[src/rtl/ppu_spr_eval.sv]
// Per-scanline sprite evaluator and sprite pixel generator.
//
// While one line is drawn from the active slot bank, the FSM scans OAM for the
// next line (NEXT_Y), fetches the two pattern planes of each hit and fills a
// shadow slot bank. LINE_START swaps the shadow bank into the active bank and
// restarts the scan.
//
// Ports:
//   PPU_SLOW_CLOCK, RST          clock, synchronous active-high reset
//   LINE_START, NEXT_Y           start evaluation of scanline NEXT_Y
//   SPR_H16, SPR_BASE            8x16 mode, 8x8 pattern table select
//   OAM_ADDR / OAM_DATA          OAM byte read, data combinational
//   CHR_REQ, CHR_ADDR / CHR_DATA pattern read, data valid one cycle after REQ
//   PIX_X, PIX_EN                current draw pixel
//   SPR_PIX, SPR_OPAQUE,
//   SPR_PRIO, SPR_ZERO           winning sprite pixel, registered
//   EVAL_DONE, OVERFLOW          evaluation status levels
module ppu_spr_eval #(
  parameter int unsigned N_SLOTS     = 8,
  parameter int unsigned OAM_ENTRIES = 64,
  parameter logic [7:0]  Y_LIMIT     = 8'hEF
) (
  input  logic        PPU_SLOW_CLOCK,
  input  logic        RST,
  input  logic        LINE_START,
  input  logic [7:0]  NEXT_Y,
  input  logic        SPR_H16,
  input  logic        SPR_BASE,
  output logic [7:0]  OAM_ADDR,
  input  logic [7:0]  OAM_DATA,
  output logic        CHR_REQ,
  output logic [12:0] CHR_ADDR,
  input  logic [7:0]  CHR_DATA,
  input  logic [7:0]  PIX_X,
  input  logic        PIX_EN,
  output logic [3:0]  SPR_PIX,
  output logic        SPR_OPAQUE,
  output logic        SPR_PRIO,
  output logic        SPR_ZERO,
  output logic        EVAL_DONE,
  output logic        OVERFLOW
);

  localparam int unsigned SW = (N_SLOTS > 1) ? $clog2(N_SLOTS) : 1;
  localparam int unsigned CW = $clog2(N_SLOTS + 1);
  localparam logic [5:0]    LastN = 6'(OAM_ENTRIES - 1);
  localparam logic [CW-1:0] Full  = CW'(N_SLOTS);

  typedef enum logic [2:0] {
    StIdle, StScan, StRdIdx, StRdAttr, StRdX, StChrLsb, StChrMsb, StDone
  } state_e;

  state_e        state_q;
  logic [5:0]    n_q;
  logic [CW-1:0] cnt_q;
  logic [7:0]    y_q;
  logic          h16_q, base_q;
  logic [3:0]    d_q;
  logic [7:0]    tile_q, x_q, lsb_q;
  logic          vflip_q;
  logic [3:0]    sattr_q;  // {hflip, prio, pal[1:0]}
  logic          eval_done_q, overflow_q;

  // Slot banks: shadow is filled by evaluation, active feeds the draw logic.
  logic [7:0]         sh_lsb_q [N_SLOTS];
  logic [7:0]         sh_msb_q [N_SLOTS];
  logic [7:0]         sh_x_q   [N_SLOTS];
  logic [3:0]         sh_attr_q[N_SLOTS];
  logic [N_SLOTS-1:0] sh_valid_q, sh_zero_q;
  logic [7:0]         act_lsb_q [N_SLOTS];
  logic [7:0]         act_msb_q [N_SLOTS];
  logic [7:0]         act_x_q   [N_SLOTS];
  logic [3:0]         act_attr_q[N_SLOTS];
  logic [N_SLOTS-1:0] act_valid_q, act_zero_q;

  // Scan hit test; the subtraction wraps so sprites above the line miss.
  logic [7:0] d_scan;
  logic       hit;
  assign d_scan = y_q - OAM_DATA;
  assign hit    = (d_scan < (h16_q ? 8'd16 : 8'd8)) && (OAM_DATA < Y_LIMIT);

  // Pattern address for the sprite being fetched.
  logic [3:0]  row;
  logic        plane;
  logic [12:0] chr_addr_full;
  assign row   = vflip_q ? ((h16_q ? 4'd15 : 4'd7) - d_q) : d_q;
  assign plane = (state_q == StChrLsb);
  assign chr_addr_full = h16_q ? {tile_q[0], tile_q[7:1], row[3], plane, row[2:0]}
                               : {base_q, tile_q, plane, row[2:0]};

  assign CHR_REQ  = (state_q == StRdX) || (state_q == StChrLsb);
  assign CHR_ADDR = CHR_REQ ? chr_addr_full : 13'd0;

  always_comb begin
    OAM_ADDR = 8'h00;
    case (state_q)
      StScan:   OAM_ADDR = {n_q, 2'd0};
      StRdIdx:  OAM_ADDR = {n_q, 2'd1};
      StRdAttr: OAM_ADDR = {n_q, 2'd2};
      StRdX:    OAM_ADDR = {n_q, 2'd3};
      default:  OAM_ADDR = 8'h00;
    endcase
  end

  always_ff @(posedge PPU_SLOW_CLOCK) begin
    if (RST) begin
      state_q     <= StIdle;
      n_q         <= '0;
      cnt_q       <= '0;
      y_q         <= '0;
      h16_q       <= 1'b0;
      base_q      <= 1'b0;
      d_q         <= '0;
      tile_q      <= '0;
      x_q         <= '0;
      lsb_q       <= '0;
      vflip_q     <= 1'b0;
      sattr_q     <= '0;
      eval_done_q <= 1'b0;
      overflow_q  <= 1'b0;
      sh_valid_q  <= '0;
      act_valid_q <= '0;
    end else if (LINE_START) begin
      // Any state: commit completed slots only; a slot still in flight (even
      // in StChrMsb) is dropped because it is written on leaving StChrMsb.
      act_lsb_q   <= sh_lsb_q;
      act_msb_q   <= sh_msb_q;
      act_x_q     <= sh_x_q;
      act_attr_q  <= sh_attr_q;
      act_valid_q <= sh_valid_q;
      act_zero_q  <= sh_zero_q;
      sh_valid_q  <= '0;
      eval_done_q <= 1'b0;
      overflow_q  <= 1'b0;
      n_q         <= '0;
      cnt_q       <= '0;
      y_q         <= NEXT_Y;
      h16_q       <= SPR_H16;
      base_q      <= SPR_BASE;
      state_q     <= StScan;
    end else begin
      unique case (state_q)
        StScan: begin
          if (hit) begin
            d_q <= d_scan[3:0];
            if (cnt_q == Full) begin
              overflow_q  <= 1'b1;
              eval_done_q <= 1'b1;
              state_q     <= StDone;
            end else begin
              state_q <= StRdIdx;
            end
          end else if (n_q == LastN) begin
            eval_done_q <= 1'b1;
            state_q     <= StDone;
          end else begin
            n_q <= n_q + 6'd1;
          end
        end
        StRdIdx: begin
          tile_q  <= OAM_DATA;
          state_q <= StRdAttr;
        end
        StRdAttr: begin
          vflip_q <= OAM_DATA[7];
          sattr_q <= {OAM_DATA[6:5], OAM_DATA[1:0]};
          state_q <= StRdX;
        end
        StRdX: begin
          x_q     <= OAM_DATA;
          state_q <= StChrLsb;
        end
        StChrLsb: begin
          lsb_q   <= CHR_DATA;
          state_q <= StChrMsb;
        end
        StChrMsb: begin
          sh_lsb_q[cnt_q[SW-1:0]]   <= lsb_q;
          sh_msb_q[cnt_q[SW-1:0]]   <= CHR_DATA;
          sh_x_q[cnt_q[SW-1:0]]     <= x_q;
          sh_attr_q[cnt_q[SW-1:0]]  <= sattr_q;
          sh_valid_q[cnt_q[SW-1:0]] <= 1'b1;
          sh_zero_q[cnt_q[SW-1:0]]  <= (n_q == 6'd0);
          cnt_q <= cnt_q + CW'(1);
          if (n_q == LastN) begin
            eval_done_q <= 1'b1;
            state_q     <= StDone;
          end else begin
            n_q     <= n_q + 6'd1;
            state_q <= StScan;
          end
        end
        default: ;  // StIdle and StDone wait for LINE_START
      endcase
    end
  end

  // Draw: per-slot coverage and colour. The 9-bit offset makes pixels left of
  // the sprite wrap to >= 256, so sprites near X=255 clip instead of wrapping.
  logic [8:0]         slot_off [N_SLOTS];
  logic [2:0]         slot_bit [N_SLOTS];
  logic [1:0]         slot_col [N_SLOTS];
  logic [N_SLOTS-1:0] slot_hit;

  always_comb begin
    slot_hit = '0;
    for (int i = 0; i < int'(N_SLOTS); i++) begin
      slot_off[i] = {1'b0, PIX_X} - {1'b0, act_x_q[i]};
      slot_bit[i] = act_attr_q[i][3] ? slot_off[i][2:0] : 3'd7 - slot_off[i][2:0];
      slot_col[i] = {act_msb_q[i][slot_bit[i]], act_lsb_q[i][slot_bit[i]]};
      slot_hit[i] = act_valid_q[i] && (slot_off[i] < 9'd8) && (slot_col[i] != 2'b00);
    end
  end

  logic       win;
  logic [3:0] win_pix;
  logic       win_prio, win_zero;

  // Descending scan so the lowest-index opaque slot is the last assignment.
  always_comb begin
    win      = 1'b0;
    win_pix  = '0;
    win_prio = 1'b0;
    win_zero = 1'b0;
    for (int i = int'(N_SLOTS) - 1; i >= 0; i--) begin
      if (slot_hit[i]) begin
        win      = 1'b1;
        win_pix  = {act_attr_q[i][1:0], slot_col[i]};
        win_prio = act_attr_q[i][2];
        win_zero = act_zero_q[i];
      end
    end
  end

  logic [3:0] pix_q;
  logic       opaque_q, prio_q, zero_q;

  always_ff @(posedge PPU_SLOW_CLOCK) begin
    if (RST) begin
      pix_q    <= '0;
      opaque_q <= 1'b0;
      prio_q   <= 1'b0;
      zero_q   <= 1'b0;
    end else begin
      pix_q    <= (PIX_EN && win) ? win_pix : 4'd0;
      opaque_q <= PIX_EN && win;
      prio_q   <= PIX_EN && win && win_prio;
      zero_q   <= PIX_EN && win && win_zero;
    end
  end

  assign SPR_PIX    = pix_q;
  assign SPR_OPAQUE = opaque_q;
  assign SPR_PRIO   = prio_q;
  assign SPR_ZERO   = zero_q;
  assign EVAL_DONE  = eval_done_q;
  assign OVERFLOW   = overflow_q;

endmodule

[config.mk]
export PLATFORM = sky130hd
export DESIGN_NAME = ppu_spr_eval
export DESIGN_NICKNAME = d
export VERILOG_FILES = /design/src/rtl/ppu_spr_eval.sv
export SDC_FILE = /design/constraint.sdc
export NUM_CORES = 1
export LEC_CHECK = 0
export ABC_AREA = 1
export CAP_MARGIN = 20
export CORE_MARGIN = 5
export CORE_UTILIZATION = 55
export CTS_BUF_LIST = sky130_fd_sc_hd__clkbuf_16
export DETAILED_ROUTE_END_ITERATION = 6
export PLACE_DENSITY_LB_ADDON = 0.3
export SLEW_MARGIN = 0
export SYNTH_ARGS = -nofsm -noshare
export SYNTH_HDL_FRONTEND = slang
export SYNTH_SLANG_ARGS = --single-unit
[constraint.sdc]
create_clock -name PPU_SLOW_CLOCK -period 26.9 [get_ports PPU_SLOW_CLOCK]
set_clock_uncertainty 0.1 [all_clocks]
set_input_delay 5.38 -clock PPU_SLOW_CLOCK [delete_from_list [all_inputs] [get_ports PPU_SLOW_CLOCK]]
set_output_delay 5.38 -clock PPU_SLOW_CLOCK [all_outputs]
set_load 0.005 [all_outputs]
# Word level (Yosys, flattened, before mapping)
# Cells that the tools add are included.
# classes
add_sub_neg	20
magnitude_cmp	22
n_eq_ne	12
muxes	102
bitwise_logic	5
reduce_logical	49
# op_table
cell	n
$bwmux W64	3
$lt A9 B4 Y1 const B	8
$sub A8 B8 Y9	8
$bmux W1 S3	16
$mux W1	45
$mux W4	11
$lt A3 B4 Y1 const B	9
$mux W3	12
$bwmux W32	1
$pmux W8 S4	1
$mux W13	2
$demux W8 S3	1
$sub A3 B3 Y3 const A	8
$logic_and A1 B1 Y1	22
$pmux W3 S6	1
$reduce_and A2 Y1	9
$reduce_bool A2 Y1	9
$demux W4 S3	1
$mux W6	2
$pmux W6 S2	1
$eq A3 B3 Y1 const B	3
$reduce_and A3 Y1	3
$bwmux W8	1
$lt A8 B5 Y1	1
other kinds (27)	32
# totals
register_bits	545
in_bits	38
out_inout_bits	31
elab_cells	297

# Logic depth before layout (Yosys ltp)
# depth
ltp_word	18
mapped_depth	22
ltp_nobuf	22

# Worst setup path after synthesis
# OpenSTA, ideal clock, no wires.
# synth_timing
path_kind	input to register
start	input port LINE_START
end	register act_attr_q[0] (netlist name) (enable)
setup_time_ns	0.686
arrival_time_ns	12.258
required_ns	26.114
path_slack_ns	13.855
stages	4
path_buffers	2
path_cell_list	clkbuf_1 > inv_1 > nor2_1 > clkbuf_1
# synth_via
elab_chain_cells	1
# synth_lines
element	line	rtl
start: declaration	25	input logic LINE_START,
$reduce_and A2 Y1 (no line)	n/a	
end signal: assignment	129	act_attr_q <= sh_attr_q;
end: declaration	73	logic [3:0] act_attr_q[N_SLOTS];
# Every way passes these cells.
# A chain may end at the register's enable or synchronous reset.

# Worst setup path after layout
# layout_timing
start	input port PIX_X[1]
end	register opaque_q, in the netlist SPR_OPAQUE
# layout_via
elab_chain_cells	16
word_cells_on_any_way	97
cone_classes	add/sub: 16; order compare: 8; mux: 48; reduce/logical: 25
# layout_lines
element	line	rtl
start: declaration	34	input logic [7:0] PIX_X,
$sub A8 B8 Y9	208	slot_off[i] = {1'b0, PIX_X} - {1'b0, act_x_q[i]};
$sub A3 B3 Y3	209	slot_bit[i] = act_attr_q[i][3] ? slot_off[i][2:0] : 3'd7 - slot_off[i][2:0];
$mux W3	209	
$bmux W1 S3	210	slot_col[i] = {act_msb_q[i][slot_bit[i]], act_lsb_q[i][slot_bit[i]]};
$mux W1 (not written as such)	210	
$reduce_bool A2 Y1	211	slot_hit[i] = act_valid_q[i] && (slot_off[i] < 9'd8) && (slot_col[i] != 2'b00);
$logic_and A1 B1 Y1	211	
$mux W1 (7 in a row)	226	if (slot_hit[i]) begin
$mux W1 (*)	226	
$logic_and A1 B1 Y1 (*)	246	opaque_q <= PIX_EN && win;
end signal: assignment	246	
end: declaration	236	logic opaque_q, prio_q, zero_q;
# Every way passes the cells marked *; elsewhere a longest branch is shown, timed or not. The select of a mux whose other input is x is not followed.

==> reports/results.txt <==
Status - finished, final reports clean
Global Route Usage Sum - 22.6%
Largest family of logic cells by synthesized area - simple AND/OR/NAND/NOR gates
Seq cells post-synth - 545
Critical path launch point - PIX_X[1]
Worst hold start - sh_attr_q[14]
Top-count cell post-synth - edfxtp_1
DRT Pass-1 Iters - 7
Worst path arrival time - 9500 ps
Initial core utilization - 55.6%
Worst-Margin Slew - 1310 ps
Number of max-cap violations - 0
Simple-gate share of the synthesized area - 12.4%
Final RePlAce weighted congestion - 0.930
Crit path time final - 9150 ps
Clock Latency Late Sink - 590 ps
Die area - 45,300 um^2
DR WL/cell - 19.7 um
Lkg Pwr - 9.88 nW
Clock Tree Root - clkbuf_16
Layout cells sized above 1 - 7.56%
Worst rel slew slack - 12.5%
Vias/cell - 5.46
Clock Tree Buf Depth - 3
Congestion Overflow GR - 0
Worst EP required - 27,250 ps
Hold Vio Cnt, Final - 0
Yosys top cell by area - edfxtp_1
H-tree depth - 2
Inserted Diodes - 0
CTS tree - done
CP endpoint kind - flip-flop
Mux cell area share after synthesis - 0.0884%
Worst R2R End - SPR_OPAQUE
Drt total wl - 50,500 um
Setup CP Type - input port to flip-flop
Final number of max-transition violations - 0
Core area - 40,700 um^2
Post-Syn Instances - 1,881
Critical path fanouts, max - 12
Num rows - 74
Die Height - 213 um
Post-synth EDFFs - 464
Clock sinks - 545
Primary FF master, synth - edfxtp_1
Yosys warnings - 0
Hold Path Stages - 0
Post-CTS Setup Bufs - 0
Layout overhead on the synthesized area - 13.8%
FFs w/ async S/R, synth - 0%
TNS Setup - 0 ps
Placed Cells - 2,474
Sequential-to-total area share from yosys stat - 68.7%
Adder-Cell Fraction of Synth Area - 5.11%
Ports - 69
Synth top area share - 61.5%
Vias - 14,000
RSZ-0062 raised after global routing - false
Largest net degree at the start of global routing - 215
Crit start category - input port
Hold Path End - act_attr_q[14]
Post-Syn Nets - 2,006
Min-delay worst type - flip-flop to flip-flop
Starting DRC count in detailed routing - 1,109
Post-DP HPWL - 34,600 um
Post_cts resized - 0
Initial antenna violation count - 2
Distinct cells, synth - 50
Clock slew at reported path FFs - 60 ps
Most frequent cells after synthesis - edfxtp_1 (464), nand2_1 (313), inv_1 (275)
Final Cycle Share - 34.0%
Pwr dens - 70.6 nW/um^2
Die width - 213 um
Final ANT Viol Nets - 0
Post-Layout Cell Count - 2,569
CTS Hold Bufs - 0
Worst reg2reg path startpoint - act_x_q[32]
I/O Buffers - 68
Final Cell Area - 25,800 um^2
Top area cells in the synthesized netlist - edfxtp_1 (62%), dfxtp_1 (7.2%), nand2_1 (5.2%)
Final setup viols - 0
Global-route wire length before repair - 77,800 um
Maximum VDD drop - 0.0000585 V
Vias in the first global route - 14,100
Reg2Reg Setup Slack - 23,480 ps
DRC Markers - 0
Post-synthesis xor/xnor area fraction - 1.93%
Compound-Gate Fraction of Synth Area - 6.52%
Fmax - 0.109 GHz
Fin nets - 2,121
Worst R2R Path Depth - 13
Num CTS Buffers - 52
Avg Inst Size Synth - 12.0 um^2
Post-DP Area - 24,000 um^2
Netlist Area Pre-Place - 22,600 um^2
-- stage by stage --
stage | utilization, % | total power (W) | hold slack (ps) | worst slack (ps)
global route | 63.2 | 0.00189 | 316 | 17570
finish | 63.2 | 0.00182 | 305 | 17750
CTS | 63.2 | 0.00183 | 307 | 17830
floorplan | - | 0.00105 | 300 | 13860
global placement | 58.9 | 0.00109 | 300 | 17290
detailed placement | 58.9 | 0.00109 | 305 | 17240
-- critical path, stage by stage --
cell and delay [ps]:
clkdlybuf4s50_1 1050, inv_1 400, fa_1 610, xnor2_1 380, xor2_1 240, inv_1 100, o21ai_1 320, nand2_1 160
nand3_2 140, nor2_4 80, nor2_1 210, nand4_2 230, nand2_1 120, nor2_1 50
-- final cells by class --
class                      count  area (um^2)
clock buffer                  52         1300
tap                          532          666
timing repair buffer          80          783
sequential                   545        15600
multi-input combinational   1029         5930
inverter                     288         1080
fill                        3047        15000
clock inverter                43          443
-- routing by layer --
layer	GRT usage, %	wire length [um]	vias up
met2	38.0	24600	502
li1	-	-	6710
met4	9.16	2000	0
met5	0	0	-
met1	29.8	20500	6705
met3	3.45	3440	116
-- layout by cell type, fill, tap and decap left out, types with 18 or more instances in the layout --
cell type / n
nand3_1: 116
nor2_1: 114
inv_1: 281
nand2_1: 313
o211ai_1: 28
xor2_1: 23
clkbuf_16: 52
o21ai_0: 53
clkdlybuf4s50_1: 68
nand4_1: 18
ha_1: 78
edfxtp_1: 464
xnor2_1: 25
dfxtp_1: 81
a21oi_1: 103
-- sequential cells by signal, indices dropped and copies added (netlist names), 6 cells and up --
name / count
act_lsb_q: 64
act_msb_q: 64
act_x_q: 64
sh_lsb_q: 64
sh_msb_q: 64
sh_x_q: 64
act_attr_q: 32
sh_attr_q: 32
act_valid_q: 8
act_zero_q: 8
lsb_q: 8
sh_valid_q: 8
sh_zero_q: 8
tile_q: 8
x_q: 8
y_q: 8
n_q: 6
-- where the power goes --
part	internal, W	total (W)	switching (W)
sequential	0.000925	0.000933	0.00000831
combinational	0.0000483	0.000145	0.0000968
clock	0.000438	0.000741	0.000303
total	0.00141	0.00182	0.000408
-- cell families (layout without fill, tap and decap cells) --
logic type | Yosys count | in the layout
AO/OA/AOI/OAI | 255 | 255
buffers and inverters | 307 | 463
AND/OR/NAND/NOR | 636 | 636
multiplexers | 2 | 2
adder cells (fa/ha/maj) | 87 | 87
XOR/XNOR | 49 | 49
flip-flops | 545 | 545
-- how the worst max path moves through the flow --
stage / endpoint / slack, ps
3_3_place_gp: SPR_PIX[2] / 17290
4_1_cts: SPR_OPAQUE / 17830
5_1_grt: SPR_OPAQUE / 17570
2_1_floorplan: act_attr_q[0] / 13860
6_report: SPR_OPAQUE / 17750
3_5_place_dp: SPR_PIX[0] / 17240
No activity file was read; power rests on OpenSTA's default activity.
